File: src/rtl/nanov_serial_alu.sv
// Digit-serial RV32-style ALU: XLEN bits processed DIGIT_W bits per cycle.
// Define NANOV_SERIAL_ALU_SHIFT_EN to add the bit-serial SLL/SRL/SRA path.
module nanov_serial_alu #(
    parameter int XLEN    = 32,
    parameter int DIGIT_W = 1
) (
    input  logic            clk,
    input  logic            rstn,
    input  logic            start,
    input  logic [3:0]      op,
    input  logic [XLEN-1:0] a,
    input  logic [XLEN-1:0] b,
    output logic            busy,
    output logic            done,
    output logic [XLEN-1:0] d
);

    localparam int N  = XLEN / DIGIT_W;
    localparam int CW = (XLEN > 1) ? $clog2(XLEN) : 1;

`ifdef NANOV_SERIAL_ALU_SHIFT_EN
    typedef enum logic [1:0] {IDLE = 2'd0, RUN = 2'd1, SHIFT = 2'd2} state_t;
`else
    typedef enum logic {IDLE = 1'b0, RUN = 1'b1} state_t;
`endif

    state_t state, state_nx;

    logic [3:0]         op_q;
    logic [XLEN-1:0]    sa;
    logic [XLEN-1:0]    sb;
    logic [XLEN-1:0]    acc;
    logic               carry;
    logic [CW-1:0]      cnt;

    logic               last_dig;
    logic               fin;
    logic               is_shift;
    logic [DIGIT_W-1:0] a_dig;
    logic [DIGIT_W-1:0] b_dig;
    logic [DIGIT_W-1:0] b_eff;
    logic [DIGIT_W:0]   sum;
    logic [DIGIT_W-1:0] res_dig;
    logic [XLEN-1:0]    acc_nx;
    logic [XLEN-1:0]    run_d;
    logic               slt_bit;
    logic               sltu_bit;

    assign last_dig = (cnt == CW'(N - 1));

`ifdef NANOV_SERIAL_ALU_SHIFT_EN
    logic            sh_last;
    logic [XLEN-1:0] sh_nx;
    logic [XLEN-1:0] sh_d;

    assign is_shift = (op[1:0] == 2'b01);
    // cnt holds the remaining shift amount while in SHIFT
    assign sh_last  = (cnt <= CW'(1));

    always_comb begin
        sh_nx = sa << 1;
        if (op_q[2]) begin
            sh_nx = op_q[3] ? {sa[XLEN-1], sa[XLEN-1:1]} : (sa >> 1);
        end
        sh_d = (cnt == '0) ? sa : sh_nx;
    end
`else
    assign is_shift = 1'b0;
`endif

    // state register
    always_ff @(posedge clk) begin
        if (!rstn) begin
            state <= IDLE;
        end else begin
            state <= state_nx;
        end
    end

    // next-state logic
    always_comb begin
        state_nx = state;
        case (state)
            IDLE: begin
                if (start) begin
`ifdef NANOV_SERIAL_ALU_SHIFT_EN
                    state_nx = is_shift ? SHIFT : RUN;
`else
                    state_nx = RUN;
`endif
                end
            end
            RUN: begin
                if (last_dig) state_nx = IDLE;
            end
`ifdef NANOV_SERIAL_ALU_SHIFT_EN
            SHIFT: begin
                if (sh_last) state_nx = IDLE;
            end
`endif
            default: state_nx = IDLE;
        endcase
    end

    // output logic
    always_comb begin
        busy = (state != IDLE);
        fin  = (state == RUN) && last_dig;
`ifdef NANOV_SERIAL_ALU_SHIFT_EN
        if (state == SHIFT) fin = sh_last;
`endif
    end

    // digit datapath: compares and SUB run on a + ~b + 1
    always_comb begin
        a_dig    = sa[DIGIT_W-1:0];
        b_dig    = sb[DIGIT_W-1:0];
        b_eff    = (op_q[3] | op_q[1]) ? ~b_dig : b_dig;
        sum      = {1'b0, a_dig} + {1'b0, b_eff} + {{DIGIT_W{1'b0}}, carry};
        res_dig  = '0;
        case (op_q[2:0])
            3'b000:  res_dig = sum[DIGIT_W-1:0];
            3'b100:  res_dig = a_dig ^ b_dig;
            3'b110:  res_dig = a_dig | b_dig;
            3'b111:  res_dig = a_dig & b_dig;
            default: res_dig = '0;
        endcase
        acc_nx   = {res_dig, acc[XLEN-1:DIGIT_W]};
        slt_bit  = (a_dig[DIGIT_W-1] != b_dig[DIGIT_W-1]) ?
                   a_dig[DIGIT_W-1] : sum[DIGIT_W-1];
        sltu_bit = ~sum[DIGIT_W];
        case (op_q[2:0])
            3'b010:  run_d = {{(XLEN-1){1'b0}}, slt_bit};
            3'b011:  run_d = {{(XLEN-1){1'b0}}, sltu_bit};
            default: run_d = acc_nx;
        endcase
    end

    always_ff @(posedge clk) begin
        if (!rstn) begin
            op_q  <= '0;
            sa    <= '0;
            sb    <= '0;
            acc   <= '0;
            carry <= 1'b0;
            cnt   <= '0;
            done  <= 1'b0;
            d     <= '0;
        end else begin
            done <= fin;
            case (state)
                IDLE: begin
                    if (start) begin
                        op_q  <= op;
                        sa    <= a;
                        sb    <= b;
                        acc   <= '0;
                        carry <= ~op[2] & (op[1] | op[3]);
                        cnt   <= is_shift ? b[CW-1:0] : '0;
                    end
                end
                RUN: begin
                    sa    <= sa >> DIGIT_W;
                    sb    <= sb >> DIGIT_W;
                    acc   <= acc_nx;
                    carry <= sum[DIGIT_W];
                    cnt   <= cnt + CW'(1);
                    if (last_dig) begin
                        d     <= run_d;
                        cnt   <= '0;
                        carry <= 1'b0;
                    end
                end
`ifdef NANOV_SERIAL_ALU_SHIFT_EN
                SHIFT: begin
                    if (cnt != '0) begin
                        sa  <= sh_nx;
                        cnt <= cnt - CW'(1);
                    end
                    if (sh_last) begin
                        d   <= sh_d;
                        cnt <= '0;
                    end
                end
`endif
                default: ;
            endcase
        end
    end

endmodule

File: config.mk
export PLATFORM = sky130hd
export DESIGN_NAME = nanov_serial_alu
export DESIGN_NICKNAME = d
export VERILOG_FILES = /design/src/rtl/nanov_serial_alu.sv
export SDC_FILE = /design/constraint.sdc
export NUM_CORES = 1
export LEC_CHECK = 0
export BUFFER_PORTS_ARGS = -buffer_cell sky130_fd_sc_hd__buf_2
export CAP_MARGIN = 10
export CORE_ASPECT_RATIO = 1.25
export CORE_MARGIN = 8
export CORE_UTILIZATION = 60
export DETAILED_ROUTE_END_ITERATION = 6
export GPL_TIMING_DRIVEN = 1
export HOLD_SLACK_MARGIN = 0.06
export PLACE_DENSITY_LB_ADDON = 0.25
export SETUP_SLACK_MARGIN = 0.15
export SLEW_MARGIN = 20
export SYNTH_ARGS = -nofsm -noshare
export SYNTH_HDL_FRONTEND = slang
export SYNTH_SLANG_ARGS = --single-unit
File: constraint.sdc
create_clock -name clk -period 3.48 [get_ports clk]
set_clock_uncertainty 0.05 [all_clocks]
set_input_delay 0.522 -clock clk [delete_from_list [all_inputs] [get_ports clk]]
set_output_delay 0.522 -clock clk [all_outputs]
set_load 0.02 [all_outputs]
* Yosys cells after proc, flatten, opt, wreduce, memory -nomap -nowiden
Cells that the tools add are included.
Word-level totals: register bits 140, latch bits 0, RAM bits 0, ROM bits 0, input bits 71, output and inout port bits 34, word-level logic and storage cells 53, memories 0
Operators by class: $add $sub $neg 3, multiply operators 0, divide/modulo/power cells 0, $lt $le $gt $ge 0, eq/ne operators 8, shift operators 0, multiplexer cells 19, bitwise gates (word level) 10, reduce and logical (&&, ||, !) cells 4
Operators with widths (count):
- $pmux 32 s2 | 4
- $mux 32 | 3
- $mux 5 | 2
- $pmux 5 s2 | 1
- $eq 3x3->1 const B | 3
- $eq 3x2->1 const B | 2
- $mux 1 | 6
- $add 5x1->5 const B | 1
- $eq 5x5->1 const B | 1
- $not 1->1 | 4
- $pmux 1 s2 | 2
- $pmux 1 s4 | 1
- $reduce_and 2->1 | 2
- $logic_not 3->1 | 1
- $or 1x1->1 | 3
- $add 1x1->2 | 1
- $add 2x1->2 | 1
- $and 1x1->1 | 2
- $ne 2x2->1 const B | 1
- $logic_and 1x1->1 | 1
- $ne 1x1->1 | 1
- $xor 1x1->1 | 1

* Depth between registers and ports, before layout
depth after elaboration 6, gate-level depth with buffers 7, mapped depth without buffers 7

* Least setup slack after synthesis
OpenSTA, ideal clock, no wires.
kind register to register, start point register cnt[0], end point register cnt[2], setup time 76 ps, arrival 1619 ps, data required time 3354 ps, slack 1736 ps, stages on the path, launching flop included 7, path buffers 0, clock period less this slack 1744 ps, cells stage by stage dfxtp_1 -> ha_1 -> and3_1 -> ha_1 -> nand2b_1 -> or3b_1 -> a21boi_0
Between the ends: word-level cells in the longest chain between the ends 3, elaborated cells between the ends (all ways) 4, classes of those cells add/sub: 1; eq/ne: 1; mux: 2
RTL lines:
- start, declared | RTL line 34 | logic [CW-1:0] cnt;
- start signal, assigned | RTL line 159 | cnt <= is_shift ? b[CW-1:0] : '0;
- start signal, assigned | RTL line 167 | cnt <= cnt + CW'(1);
- $add 5x1->5 or $eq 5x5->1 (tied branches) | RTL line 167, 49
- $mux 5 (*) | RTL line 168 | if (last_dig) begin
- $pmux 5 s2 (*) | RTL line 151 | case (state)
Mark *: on every way between the ends. The rest lies on a longest branch, timed or not. A chain may end at the register's enable or synchronous reset.

* Worst setup path after layout
start point register cnt[0], end point register d[18]
Between the ends: word-level cells in the longest chain between the ends 2
RTL lines:
- $eq 5x5->1 | RTL line 49 | assign last_dig = (cnt == CW'(N - 1));
- $reduce_and 2->1 (no source line)
- end signal, assigned | RTL line 169 | d <= run_d;
- end, declared | RTL line 15 | output logic [XLEN-1:0] d
Every way passes these cells.

==> impl_metrics.yaml <==
grt:
  globalRoute.totalOverflow: 0
  gr-usage-all-layers_pct: 18.8
  grt_antenna_before_repair: 0
  global_route_wire_length_before_repair_mm: 20.3
  first_global_vias: 4456
  grt_start_max_net_pins: 80
pwr:
  total_power_mw: 3.93
  power_leakage_nw: 2.99
  power-per-cell-area_mw_per_mm2: 570
  vdd_drop_max_mv: 0.375
floorplan:
  chipWidth_um: 104
  top_level_pins: 105
  fp.dieArea_mm2: 0.0131
  rows: 40
  design.core.area_mm2: 0.00951
  floorplan.die.height_um: 126
  start_util_pct: 61.2
route:
  vias: 4373
  post_drt_via_cell_ratio: 5.36
  first_pass_iters: 4
  routedWlPerCell_um: 14.9
  antenna_violating_nets_post_route: 0
  totalWireLength_mm: 12.2
  drc: 0
  drtIter0Drc: 239
timing:
  period_minus_slack_ns: 2.18
  max_clock_freq_mhz: 459
  finalSetupViolations: 0
  max_slew.worst_pin.slew_ns: 0.770
  maxSlewViolCount: 0
  finalCritPeriodShare_pct: 62.6
  final_critical_path_setup_slack_ns: 1.30
  slew-limit-headroom_pct: 48.7
  fin_setup_tns_ns: 0
  grt_setup_unrepaired: "no"
  timing.final.hold_violations: 0
logic_synthesis:
  synth_most_common_cell: "dfxtp_1"
  post_synthesis_instance_total: 597
  yosys.area.top_type: "dfxtp_1"
  distinct_cell_type_count_of_the_synthesized_netlist: 36
  ys_warn_count: 0
  synth_async_sr_flop_share_pct: 0
  synth_seq_area_share_pct: 47.8
  number_of_nets_in_the_synthesized_netlist: 673
  synthTopCellsByArea: "dfxtp_1, mux2i_1, and2_1"
  post_synth_most_frequent_cells: "dfxtp_1, o21ai_0, mux2i_1"
  postSynth.topFlopCell: "dfxtp_1"
  synth.ff_latch_count: 139
  synth_area_mm2: 0.00582
  postSynthAreaPerCell_um2: 9.75
  synth_enable_flop_cells: 0
  netlist.area_leader.share_pct: 47.8
final_layout:
  antenna-diode-count: 0
  fillCellCount: 734
  nets: 753
  final-instance-count-excl-fill: 816
  final_layout_size_suffix_gt1_share_pct: 21.2
  syn_to_final_growth_pct: 18.6
  final_util_pct: 72.6
hold_path:
  worstHoldPathCells: 3
  min_from: "a[31]"
  hold_path.class: "input port to flip-flop"
  min_to: "sa[31]$_SDFFE_PN0P_"
clock_network:
  clock_sinks: 139
  clock_latency_ns: 0.41
  post_cts_resized: 0
  cts_setup_buffers: 0
  clock-root-buffer: "clkbuf_16"
  tritoncts: "built"
  htree_levels: 4
  clk_path_buf_depth: 2
  clkTransAtPathRegs_ns: 0.06
  cts_buffers: 17
  postCtsHoldBufs: 0
setup_path:
  worstSetupPathType: "flip-flop to flip-flop"
  r2r-end: "d[18]$_SDFFE_PN0P_"
  r2r_start: "cnt[0]$_SDFFE_PN0P_"
  path_max_fanout: 20
  crit_path_start_kind: "flip-flop"
  rrSetupSlack_ns: 1.30
  end_kind: "flip-flop"
  timing.reg2reg.worst_path_depth: 6
  worst_ep_arrival_time_ns: 2.48
  required_time_worst_endpoint_ns: 3.78
placed_design:
  io_buffers: 104
  place.detailed.hpwl_mm: 8.23
  placed_cells_incl_taps: 784
  dp_worst_setup_slack_ns: 1.20
  gp_congestion: 0.773
run_status:
  run_status: "completed"
job:
  cap_violations: 0
==> per-layer routing <==
| metal | vias to the layer above | GRT usage, % | share of wire [%] |
|---|---|---|---|
| li1 | 2226 | - | - |
| met1 | 2027 | 21.2 | 43 |
| met2 | 100 | 31.7 | 50 |
| met3 | 20 | 6.33 | 6.1 |
| met4 | 0 | 8.37 | 1.7 |
| met5 | - | 0 | 0 |
==> power breakdown <==
part           total (mW)  internal, mW  switching, mW  leakage, nW
Combinational       0.269         0.131          0.138         1.54
Sequential           1.69          1.65         0.0464         1.13
Clock                1.97          1.32          0.653        0.323
==> worst max-delay path, stage by stage, from the launching register on <==
cell,delay (ns)
dfxtp_1,0.39
ha_1,0.21
and3_1,0.17
ha_1,0.26
and3_1,0.20
and2_1,0.59
a22o_1,0.24
==> through the flow <==
stage	instance area, um^2	hold WS (ns)
final	6900	0.309
after global routing	6900	0.326
after CTS	6900	0.297
after detailed placement	6230	0.414
after global placement	6230	0.406
after floorplan	5820	0.390
==> kinds of logic (layout without fill, tap and decap cells) <==
family          after synthesis  in the layout  synth area share, %
simple gates                189            189                 17.6
compound gates              143            143                 15.9
flops                       139            139                 47.8
mux                          69             69                 11.9
buf+inv                      51            144                 5.44
fa+ha+maj                     5              5                 1.20
xor+xnor                      1              1                0.151
==> cell type report <==
cell class                 instances  area [um^2]  share of cell area [%]
clock inverter                    10          159                    2.30
sequential                       139         2790                    40.4
timing repair buffer             109          561                    8.12
tap                              126          158                    2.29
inverter                           3         11.3                   0.163
multi-input combinational        407         2720                    39.4
clock buffer                      22          505                    7.33
==> registers in the layout, summed over array words and instances (netlist names) <==
name,flops
sb,32
cnt,5
busy,1
d,32
done,1
sa,32
acc,31
op_q,4
carry,1
==> worst max-delay path by stage <==
stage	endpoint	start
5_1_grt	d[18]$_SDFFE_PN0P_	cnt[1]$_SDFFE_PN0P_
6_report	d[18]$_SDFFE_PN0P_	cnt[0]$_SDFFE_PN0P_
3_3_place_gp	d[0]$_SDFFE_PN0P_	rstn
2_1_floorplan	cnt[2]$_SDFFE_PN0P_	cnt[0]$_SDFFE_PN0P_
3_5_place_dp	d[0]$_SDFFE_PN0P_	rstn
4_1_cts	d[18]$_SDFFE_PN0P_	cnt[0]$_SDFFE_PN0P_
==> cell usage in the layout (no fill, tap or decap), drive strengths merged, types with 10 or more instances in the layout <==
master / synthesis / final
dfxtp: 139 / 139
a21oi: 11 / 11
buf: 30 / 109
mux2i: 69 / 69
nand2: 67 / 67
a22oi: 10 / 10
o21ai: 72 / 72
and2: 68 / 68
nor2b: 26 / 26
a22o: 43 / 43
clkbuf: 18 / 22
No activity file was read; power rests on OpenSTA's default activity.
